`src/rtl/keyfreq_pkg.sv`:
```
// Shared types and constants for the key-driven blink-frequency family.
package keyfreq_pkg;

  // Conversion sequencer phases: divide, binary-to-BCD, load result.
  typedef enum logic [1:0] {
    IDLE = 2'd0,
    DIV  = 2'd1,
    BCD  = 2'd2,
    LOAD = 2'd3
  } conv_state_e;

  localparam int DIV_W      = 17;
  localparam int BCD_DIGITS = 4;
  localparam int BCD_W      = 4 * BCD_DIGITS;

  // Key bit positions inside key_state.
  localparam int K_SLOW = 0;
  localparam int K_FAST = 5;

  // Elaboration-time BCD encoding, used for the reset value of the display word.
  function automatic logic [BCD_W-1:0] to_bcd(input int unsigned value);
    int unsigned v;
    logic [BCD_W-1:0] r;
    v = value;
    r = '0;
    for (int i = 0; i < BCD_DIGITS; i++) begin
      r[4*i +: 4] = 4'(v % 10);
      v = v / 10;
    end
    return r;
  endfunction

endpackage

```
`src/rtl/seq_div_bcd.sv`:
```
// Sequential DIVIDEND / divisor restoring divider followed by a double-dabble
// binary-to-BCD pass. Handshake: a 1-clk start pulse latches divisor and begins
// a run; start while busy aborts the run in progress and restarts with the new
// divisor. done pulses for 1 clk in the same cycle bcd first shows the result;
// an aborted run never pulses done and never touches bcd.
module seq_div_bcd
  import keyfreq_pkg::*;
#(
  parameter int               CW       = 10,
  parameter int               DIVIDEND = 100000,
  parameter logic [BCD_W-1:0] BCD_RST  = 16'h0100
) (
  input  logic              clk,
  input  logic              rst_n,
  input  logic              start,
  input  logic [CW-1:0]     divisor,
  output logic              busy,
  output logic              done,
  output logic [BCD_W-1:0]  bcd,
  output conv_state_e       state_dbg
);

  localparam logic [DIV_W-1:0] DVD  = DIV_W'(DIVIDEND);
  localparam logic [4:0]       LAST = 5'(DIV_W - 1);

  conv_state_e      state;
  conv_state_e      state_nxt;
  logic [4:0]       cnt;
  logic [CW-1:0]    div_q;
  logic [CW-1:0]    rem;
  logic [DIV_W-1:0] quo;
  logic [BCD_W-1:0] acc;
  logic [BCD_W-1:0] acc_adj;
  logic [CW:0]      rem_sh;
  logic [CW:0]      rem_diff;
  logic             rem_ge;
  logic             unused_bits;

  // Restoring-divider trial subtraction for the current quotient bit.
  always_comb begin
    rem_sh   = {rem, quo[DIV_W-1]};
    rem_diff = rem_sh - {1'b0, div_q};
    rem_ge   = (rem_sh >= {1'b0, div_q});
  end

  // Double-dabble digit correction: add 3 to every digit that is 5 or more.
  always_comb begin
    acc_adj = acc;
    for (int i = 0; i < BCD_DIGITS; i++) begin
      if (acc[4*i +: 4] >= 4'd5) acc_adj[4*i +: 4] = acc[4*i +: 4] + 4'd3;
    end
  end

  // Top bits that only fall out of the arithmetic (result always < 10000).
  assign unused_bits = &{1'b0, rem_diff[CW], acc_adj[BCD_W-1]};

  // FSM state register.
  always_ff @(posedge clk or negedge rst_n) begin
    if (!rst_n) state <= IDLE;
    else        state <= state_nxt;
  end

  // FSM next state: start always (re)enters DIV, otherwise phases run to completion.
  always_comb begin
    state_nxt = state;
    if (start) begin
      state_nxt = DIV;
    end else begin
      case (state)
        IDLE:    state_nxt = IDLE;
        DIV:     if (cnt == LAST) state_nxt = BCD;
        BCD:     if (cnt == LAST) state_nxt = LOAD;
        LOAD:    state_nxt = IDLE;
        default: state_nxt = IDLE;
      endcase
    end
  end

  // FSM outputs.
  always_comb begin
    busy      = (state != IDLE);
    state_dbg = state;
  end

  // Divider and BCD datapath; one quotient bit or one dabble shift per clk.
  always_ff @(posedge clk or negedge rst_n) begin
    if (!rst_n) begin
      cnt   <= '0;
      div_q <= '0;
      rem   <= '0;
      quo   <= '0;
      acc   <= '0;
    end else if (start) begin
      cnt   <= '0;
      div_q <= divisor;
      rem   <= '0;
      quo   <= DVD;
      acc   <= '0;
    end else begin
      case (state)
        DIV: begin
          quo <= {quo[DIV_W-2:0], rem_ge};
          rem <= rem_ge ? rem_diff[CW-1:0] : rem_sh[CW-1:0];
          cnt <= (cnt == LAST) ? 5'd0 : cnt + 5'd1;
        end
        BCD: begin
          {acc, quo} <= {acc_adj[BCD_W-2:0], quo, 1'b0};
          cnt        <= (cnt == LAST) ? 5'd0 : cnt + 5'd1;
        end
        default: ;
      endcase
    end
  end

  // Result register and completion pulse; skipped when a restart lands on LOAD.
  always_ff @(posedge clk or negedge rst_n) begin
    if (!rst_n) begin
      bcd  <= BCD_RST;
      done <= 1'b0;
    end else begin
      done <= (state == LOAD) && !start;
      if ((state == LOAD) && !start) bcd <= acc;
    end
  end

endmodule

```
`src/rtl/freq_cfg_ctrl.sv`:
```
// Key-driven blink-period controller: key edge detect, pending press flags,
// saturating cycle register, tick-driven blink counter and the display conversion.
module freq_cfg_ctrl
  import keyfreq_pkg::*;
#(
  parameter int CW       = 10,
  parameter int CYC_RST  = 1000,
  parameter int CYC_MIN  = 100,
  parameter int CYC_MAX  = 1000,
  parameter int CYC_STEP = 100,
  parameter int SCALE    = 100000
) (
  input  logic          clk,
  input  logic          rst_n,
  input  logic          tick,
  input  logic [5:0]    key_state,
  output logic [CW-1:0] cycle,
  output logic          blink,
  output logic [15:0]   bcd,
  output logic          bcd_upd,
  output logic          busy
);

  localparam logic [CW-1:0]    CYC_RST_V  = CW'(CYC_RST);
  localparam logic [CW:0]      CYC_MIN_V  = (CW+1)'(CYC_MIN);
  localparam logic [CW:0]      CYC_MAX_V  = (CW+1)'(CYC_MAX);
  localparam logic [CW:0]      CYC_STEP_V = (CW+1)'(CYC_STEP);
  localparam logic [BCD_W-1:0] BCD_RST    = to_bcd(SCALE / CYC_RST);

  // A zero cycle would make the divider meaningless.
  if (CYC_MIN < 1) begin : g_cyc_min_check
    $error("freq_cfg_ctrl: CYC_MIN must be at least 1");
  end

  logic [5:0]    key_q;
  logic          press_slow;
  logic          press_fast;
  logic          pend_slow;
  logic          pend_fast;
  logic [CW:0]   cyc_inc;
  logic [CW:0]   cyc_dec;
  logic          can_slow;
  logic          can_fast;
  logic          cyc_change;
  logic [CW-1:0] cnt;
  logic          start_q;
  conv_state_e   conv_state;
  logic          unused_sink;

  // Press detection and saturation checks; one extra bit catches wrap before compare.
  always_comb begin
    press_slow = key_q[K_SLOW] & ~key_state[K_SLOW];
    press_fast = key_q[K_FAST] & ~key_state[K_FAST];
    cyc_inc    = {1'b0, cycle} + CYC_STEP_V;
    cyc_dec    = {1'b0, cycle} - CYC_STEP_V;
    can_slow   = pend_slow & ~pend_fast & (cyc_inc <= CYC_MAX_V);
    can_fast   = pend_fast & ~pend_slow & ~cyc_dec[CW] & (cyc_dec >= CYC_MIN_V);
    cyc_change = tick & (can_slow | can_fast);
  end

  // Key history and pending flags; a press coinciding with a tick waits for the next tick.
  always_ff @(posedge clk or negedge rst_n) begin
    if (!rst_n) begin
      key_q     <= 6'h3F;
      pend_slow <= 1'b0;
      pend_fast <= 1'b0;
    end else begin
      key_q <= key_state;
      if (tick) begin
        pend_slow <= press_slow;
        pend_fast <= press_fast;
      end else begin
        pend_slow <= pend_slow | press_slow;
        pend_fast <= pend_fast | press_fast;
      end
    end
  end

  // Cycle register; a real change requests a conversion on the following clk.
  always_ff @(posedge clk or negedge rst_n) begin
    if (!rst_n) begin
      cycle   <= CYC_RST_V;
      start_q <= 1'b1;
    end else begin
      start_q <= cyc_change;
      if (cyc_change) cycle <= can_slow ? cyc_inc[CW-1:0] : cyc_dec[CW-1:0];
    end
  end

  // Blink half-period counter, advanced only on ticks; a cycle change restarts it.
  always_ff @(posedge clk or negedge rst_n) begin
    if (!rst_n) begin
      cnt   <= '0;
      blink <= 1'b0;
    end else if (tick) begin
      if (cyc_change) begin
        cnt <= '0;
      end else if (cnt == cycle - CW'(1)) begin
        cnt   <= '0;
        blink <= ~blink;
      end else begin
        cnt <= cnt + CW'(1);
      end
    end
  end

  seq_div_bcd #(
    .CW       (CW),
    .DIVIDEND (SCALE),
    .BCD_RST  (BCD_RST)
  ) u_conv (
    .clk       (clk),
    .rst_n     (rst_n),
    .start     (start_q),
    .divisor   (cycle),
    .busy      (busy),
    .done      (bcd_upd),
    .bcd       (bcd),
    .state_dbg (conv_state)
  );

  // Ignored key bits and the conversion phase are kept only for observation.
  assign unused_sink = &{1'b0, key_q[4:1], conv_state};

endmodule

```
`config.mk`:
```
export PLATFORM = sky130hd
export DESIGN_NAME = freq_cfg_ctrl
export DESIGN_NICKNAME = d
export VERILOG_FILES = /design/src/rtl/keyfreq_pkg.sv /design/src/rtl/seq_div_bcd.sv /design/src/rtl/freq_cfg_ctrl.sv
export SDC_FILE = /design/constraint.sdc
export NUM_CORES = 1
export LEC_CHECK = 0
export BUFFER_PORTS_ARGS = -buffer_cell sky130_fd_sc_hd__buf_2
export CORE_ASPECT_RATIO = 1.4
export CORE_MARGIN = 2
export CORE_UTILIZATION = 50
export CTS_CLUSTER_DIAMETER = 50
export DETAILED_ROUTE_END_ITERATION = 10
export PLACE_DENSITY = 0.7
export SLEW_MARGIN = 20
export SYNTH_ARGS = -nofsm -noshare
export SYNTH_HDL_FRONTEND = slang
export SYNTH_SLANG_ARGS = --single-unit
```
`constraint.sdc`:
```
create_clock -name clk -period 3 [get_ports clk]
set_clock_uncertainty 0.05 [all_clocks]
set_input_delay 0.3 -clock clk [delete_from_list [all_inputs] [get_ports clk]]
set_output_delay 0.3 -clock clk [all_outputs]
set_load 0.01 [all_outputs]
```
After elaboration in Yosys (flattened, before gate mapping). Cells that the tools add are included.

$add $sub $neg: 10. $lt $le $gt $ge: 7. Eq/ne operators: 7. Multiplexer cells: 23. Bitwise operators: 18. Reduce and logical (&&, ||, !) cells: 12.

Operator list (number): $mux W10 (6); $pmux W17 S2 (1); $mux W16 (2); $mux W17 (1); $ge A4 B3 Y1 const B (4); $mux W5 (3); $add A4 B2 Y4 const B (3); $mux W4 (3); $add A10 B7 Y11 const B (1); $ge A11 B10 Y1 (1); $ge A11 B7 Y1 const B (1); $le A11 B10 Y1 const B (1); $sub A10 B7 Y11 const B (1); $add A10 B1 Y10 const B (1); $eq A10 B10 Y1 (1); $sub A10 B1 Y10 const B (1); $sub A10 B10 Y10 (1); $and A1 B1 Y1 (8); $reduce_bool A2 Y1 (4); $not A1 Y1 (7); $mux W2 (3); $ne A3 B2 Y1 const B (2); $pmux W2 S3 (1); $add A5 B1 Y5 const B (1); other kinds (14) (19).

Register bits: 107. Input port bits: 9. Output and inout port bits: 29. Logic and storage cells: 92.

Longest topological paths before layout.
Depth in word-level cells: 8. Depth in mapped cells: 11. Mapped depth without buffers: 10.

Cells and area by module. From an unflattened synthesis, not the netlist that was laid out.

Cells, all modules: 645. Area, all modules: 5939.4 um2.

Modules (own cells, without submodules): seq_div_bcd (instances 1, cells an instance 427, area each 4016.4 um2); freq_cfg_ctrl (instances 1, cells an instance 218, area each 1923.1 um2).

Worst setup path before layout. OpenSTA, ideal clock, no wires.

Kind: reg2reg. Start point: register cycle[2]. End point: register cnt[2]. Arrival: 2578 ps. Path slack: 254 ps. Stages on the path, launching flop included: 12. Path buffers: 2. Clock period less this slack: 2746 ps. Cell sequence: dfrtp_1 -> buf_6 -> inv_1 -> ha_1 -> nor3b_4 -> a21oi_1 -> or3_1 -> or4_4 -> o211ai_4 -> buf_6 -> nor3_1 -> a21o_1.

Cells in the longest elaborated chain, start to end: 7. Elaborated cells on any way between the ends: 14. Those cells by class: 3 x add/sub; 2 x order compare; 1 x eq/ne; 2 x mux; 6 x bitwise.

Ends and longest elaborated chain: start: declaration (RTL line freq_cfg_ctrl.sv:17) `output logic [CW-1:0] cycle,`; start signal: assignment (RTL line freq_cfg_ctrl.sv:86) `if (cyc_change) cycle <= can_slow ? cyc_inc[CW-1:0] : cyc_dec[CW-1:0];`; branches (longest 6 deep; another with $add A10 B7 Y11); $mux W10 (*) (RTL line freq_cfg_ctrl.sv:96) `if (cyc_change) begin`; end signal: assignment (RTL line freq_cfg_ctrl.sv:102) `cnt <= cnt + CW'(1);`; end: declaration (RTL line freq_cfg_ctrl.sv:45) `logic [CW-1:0] cnt;`.

Every way passes the cells marked *. A chain may end at the register's enable or synchronous reset.

Worst setup path after layout.
Start point: register cycle[3]. End point: register cnt[6].

The elaborated chain is that of the path after synthesis.

==> qor.csv <==
metric;value;unit
synth.largest_area_cell;dfrtp_1;
rows;45;
max-vdd-ir-drop;0.000577;V
reg2reg_from;cycle[3];
synth.top_cells.by_area;dfrtp_1 40%, ha_1 6.0%, nand2_1 5.1%;
route.met3.wl;324;µm
hpwl;7840;µm
syn-cell-area;0.00561;mm²
place_area;0.00591;mm²
wire_per_inst;14.4;µm
layout.nets;666;
yosys_warnings;0;
drt-met1-wl;4800;µm
initial_core_util;51.6;%
num_vias;4311;
regToRegEndpoint;cnt[6];
min_path_type;in2reg;
hold_depth;3;
crit_end;cnt[6];
post-route-min-period;2.83;ns
cp-end-kind;flop;
drc_errors;0;
drv_cap;0;
viasPerCell;5.56;
finalCritPeriodShare;94.3;%
syn_avg_cell_area;9.34;µm²
coreArea;0.0109;mm²
worst_ep_arrival_time;3.02;ns
grt-ovfl-total;0;
grt_pass1_wl;19300;µm
cts-root-buf;clkbuf_16;
tns;0;ns
ctsResizeCount;0;
synth_seq_cells;99;
yosys-top-cells-count;89 x dfrtp_1, 76 x nand2_1, 46 x a21oi_1, 46 x nor2_1, 41 x o21ai_0;
hold_violations;0;
reg2reg_setup_slack;0.17;ns
drtIter0Drc;183;
outcome;finished clean;
antenna_found_initial;0;
grt_start_max_net_pins;71;
h-tree-depth;3;
die_h;129;µm
async_flop_share;100;%
routed_wl;11200;µm
netlist_instances;600;
synthFlopType;dfrtp_1;
highest_layer;met4;
die-width;93.5;µm
ioPinCount;38;
drive_above_1_share;15.3;%
clock_sinks;99;
postLayoutCellArea;0.00626;mm²
num_antenna_cells;0;
synth_edf_count;0;
worstMarginPinSlew;0.694;ns
fmax;354;MHz
post-place-ws;0.0891;ns
cts_buffer_depth;2;
drtAntennaViolNets;0;
leakage;2.88;nW
power;0.00645;W
cts_tree;built;
synthDistinctLibCells;73;
dieArea;0.0121;mm²
worst_setup_path_start_kind;flop;
holdCritStartpoint;tick;
drv_slew;0;
power_density;1030;mW/mm²
routed-wl-met2;5820;µm
ff2ff_path_depth;10;
syn_to_final_growth;11.7;%
ys_seq_area_share;44.4;%
crit_required;3.19;ns
startpoint;cycle[3];
clock_latency;0.35;ns
cts-buffers-inserted;9;
worstPathMaxFanout;15;
path_clk_slew;0.07;ns
grt_pass1_vias;4267;
criticalPathCategory;reg2reg;
grtUsageTotal;19.7;%
synth.most_common_cell;dfrtp_1;
numPortBuffers;31;
grt_setup_unrepaired;false;
timing.slew.headroom;53.4;%
setup_viol;0;
fin_ws;0.172;ns
yosysTopAreaCellShare;39.7;%
gp_congestion;0.856;
first_pass_iters;4;
-- through the flow --
| stage | hold WS [ns] | instances | utilization (%) |
|---|---|---|---|
| 2_1_floorplan | -0.0456 | 601 | - |
| 3_3_place_gp | 0.212 | 754 | 54.3 |
| 3_5_place_dp | 0.214 | 754 | 54.3 |
| 4_1_cts | 0.329 | 773 | 57.4 |
| 5_1_grt | 0.360 | 775 | 57.6 |
| 6_report | 0.347 | 775 | 57.6 |
-- placed cells by master, fill, tap and decap left out, types with 7 or more instances in the layout --
cell type	Yosys	layout
nand3_1	13	13
nor2_1	46	46
mux2_2	9	9
nor2b_1	9	9
buf_4	2	16
inv_1	34	34
dfstp_2	10	10
nand2_1	76	76
xnor2_1	16	16
buf_2	4	30
nor3_1	12	12
mux2i_1	13	13
a21oi_1	46	46
a211oi_1	7	7
a21o_1	7	7
clkbuf_16	0	9
ha_1	27	27
nand2b_1	8	8
dfrtp_1	89	89
o21ai_0	41	41
xor2_1	13	13
nand3b_1	11	11
-- sequential cells by signal, indices dropped and copies added, names as in the netlist --
name / flops
start_q: 1
key_q: 2
cnt: 10
u_conv.quo: 17
u_conv.state_dbg: 2
u_conv.div_q: 8
cycle: 8
pend_slow: 1
u_conv.done: 1
u_conv.cnt: 5
u_conv.acc: 16
pend_fast: 1
blink: 1
u_conv.rem: 10
u_conv.bcd: 16
-- critical path, stage by stage (launching register included) --
cell and delay [ns]:
dfstp_2 0.53, inv_1 0.07, ha_1 0.36, xor2_1 0.15, nand3_1 0.09, or3_1 0.36
or4_4 0.45, o211ai_4 0.22, buf_12 0.16, o21ai_0 0.08, a21o_1 0.19
-- per-layer routing --
layer / vias to the layer above / GRT usage, %
met4: 0 / 7.27
met5: - / 0
met3: 21 / 3.90
li1: 2136 / -
met1: 2080 / 23.3
met2: 74 / 35.4
-- worst min-delay path by stage --
stage | end
finish | cnt[1]
detailed placement | u_conv.cnt[2]
global placement | u_conv.cnt[4]
floorplan | blink
CTS | cnt[1]
global route | cnt[1]
-- repair_timing --
item,in CTS,in global routing
hold buffers,3,0
setup endpoints to repair,0,5
setup buffers,0,2
endpoints found under the hold margin,26,0
-- kinds of logic (layout without fill, tap and decap cells) --
group	after synthesis	in the layout	synth area share, %
and+or+nand+nor	204	204	17.8
AOI/OAI and AO/OA	148	148	17.4
DFF	99	99	44.4
buffers and inverters	69	102	5.27
xor gates and xnor gates	29	29	4.53
adders and majority gates	28	28	6.38
muxes	22	22	4.13
other	1	2	0.0669
-- layout make-up --
cell class | count | area [µm²]
Fill cell | 963 | 4600
Multi-Input combinational cell | 433 | 2830
Sequential cell | 99 | 2490
Timing Repair Buffer | 51 | 340
Clock buffer | 10 | 229
Tap cell | 141 | 176
Inverter | 35 | 131
Clock inverter | 6 | 71.3
-- power breakdown --
part,internal (W),switching [W]
combinational,0.00132,0.00177
sequential,0.00177,0.000422
clock,0.000656,0.000514
total,0.00374,0.00271
Note: power is estimated with default switching activity, not from simulation.
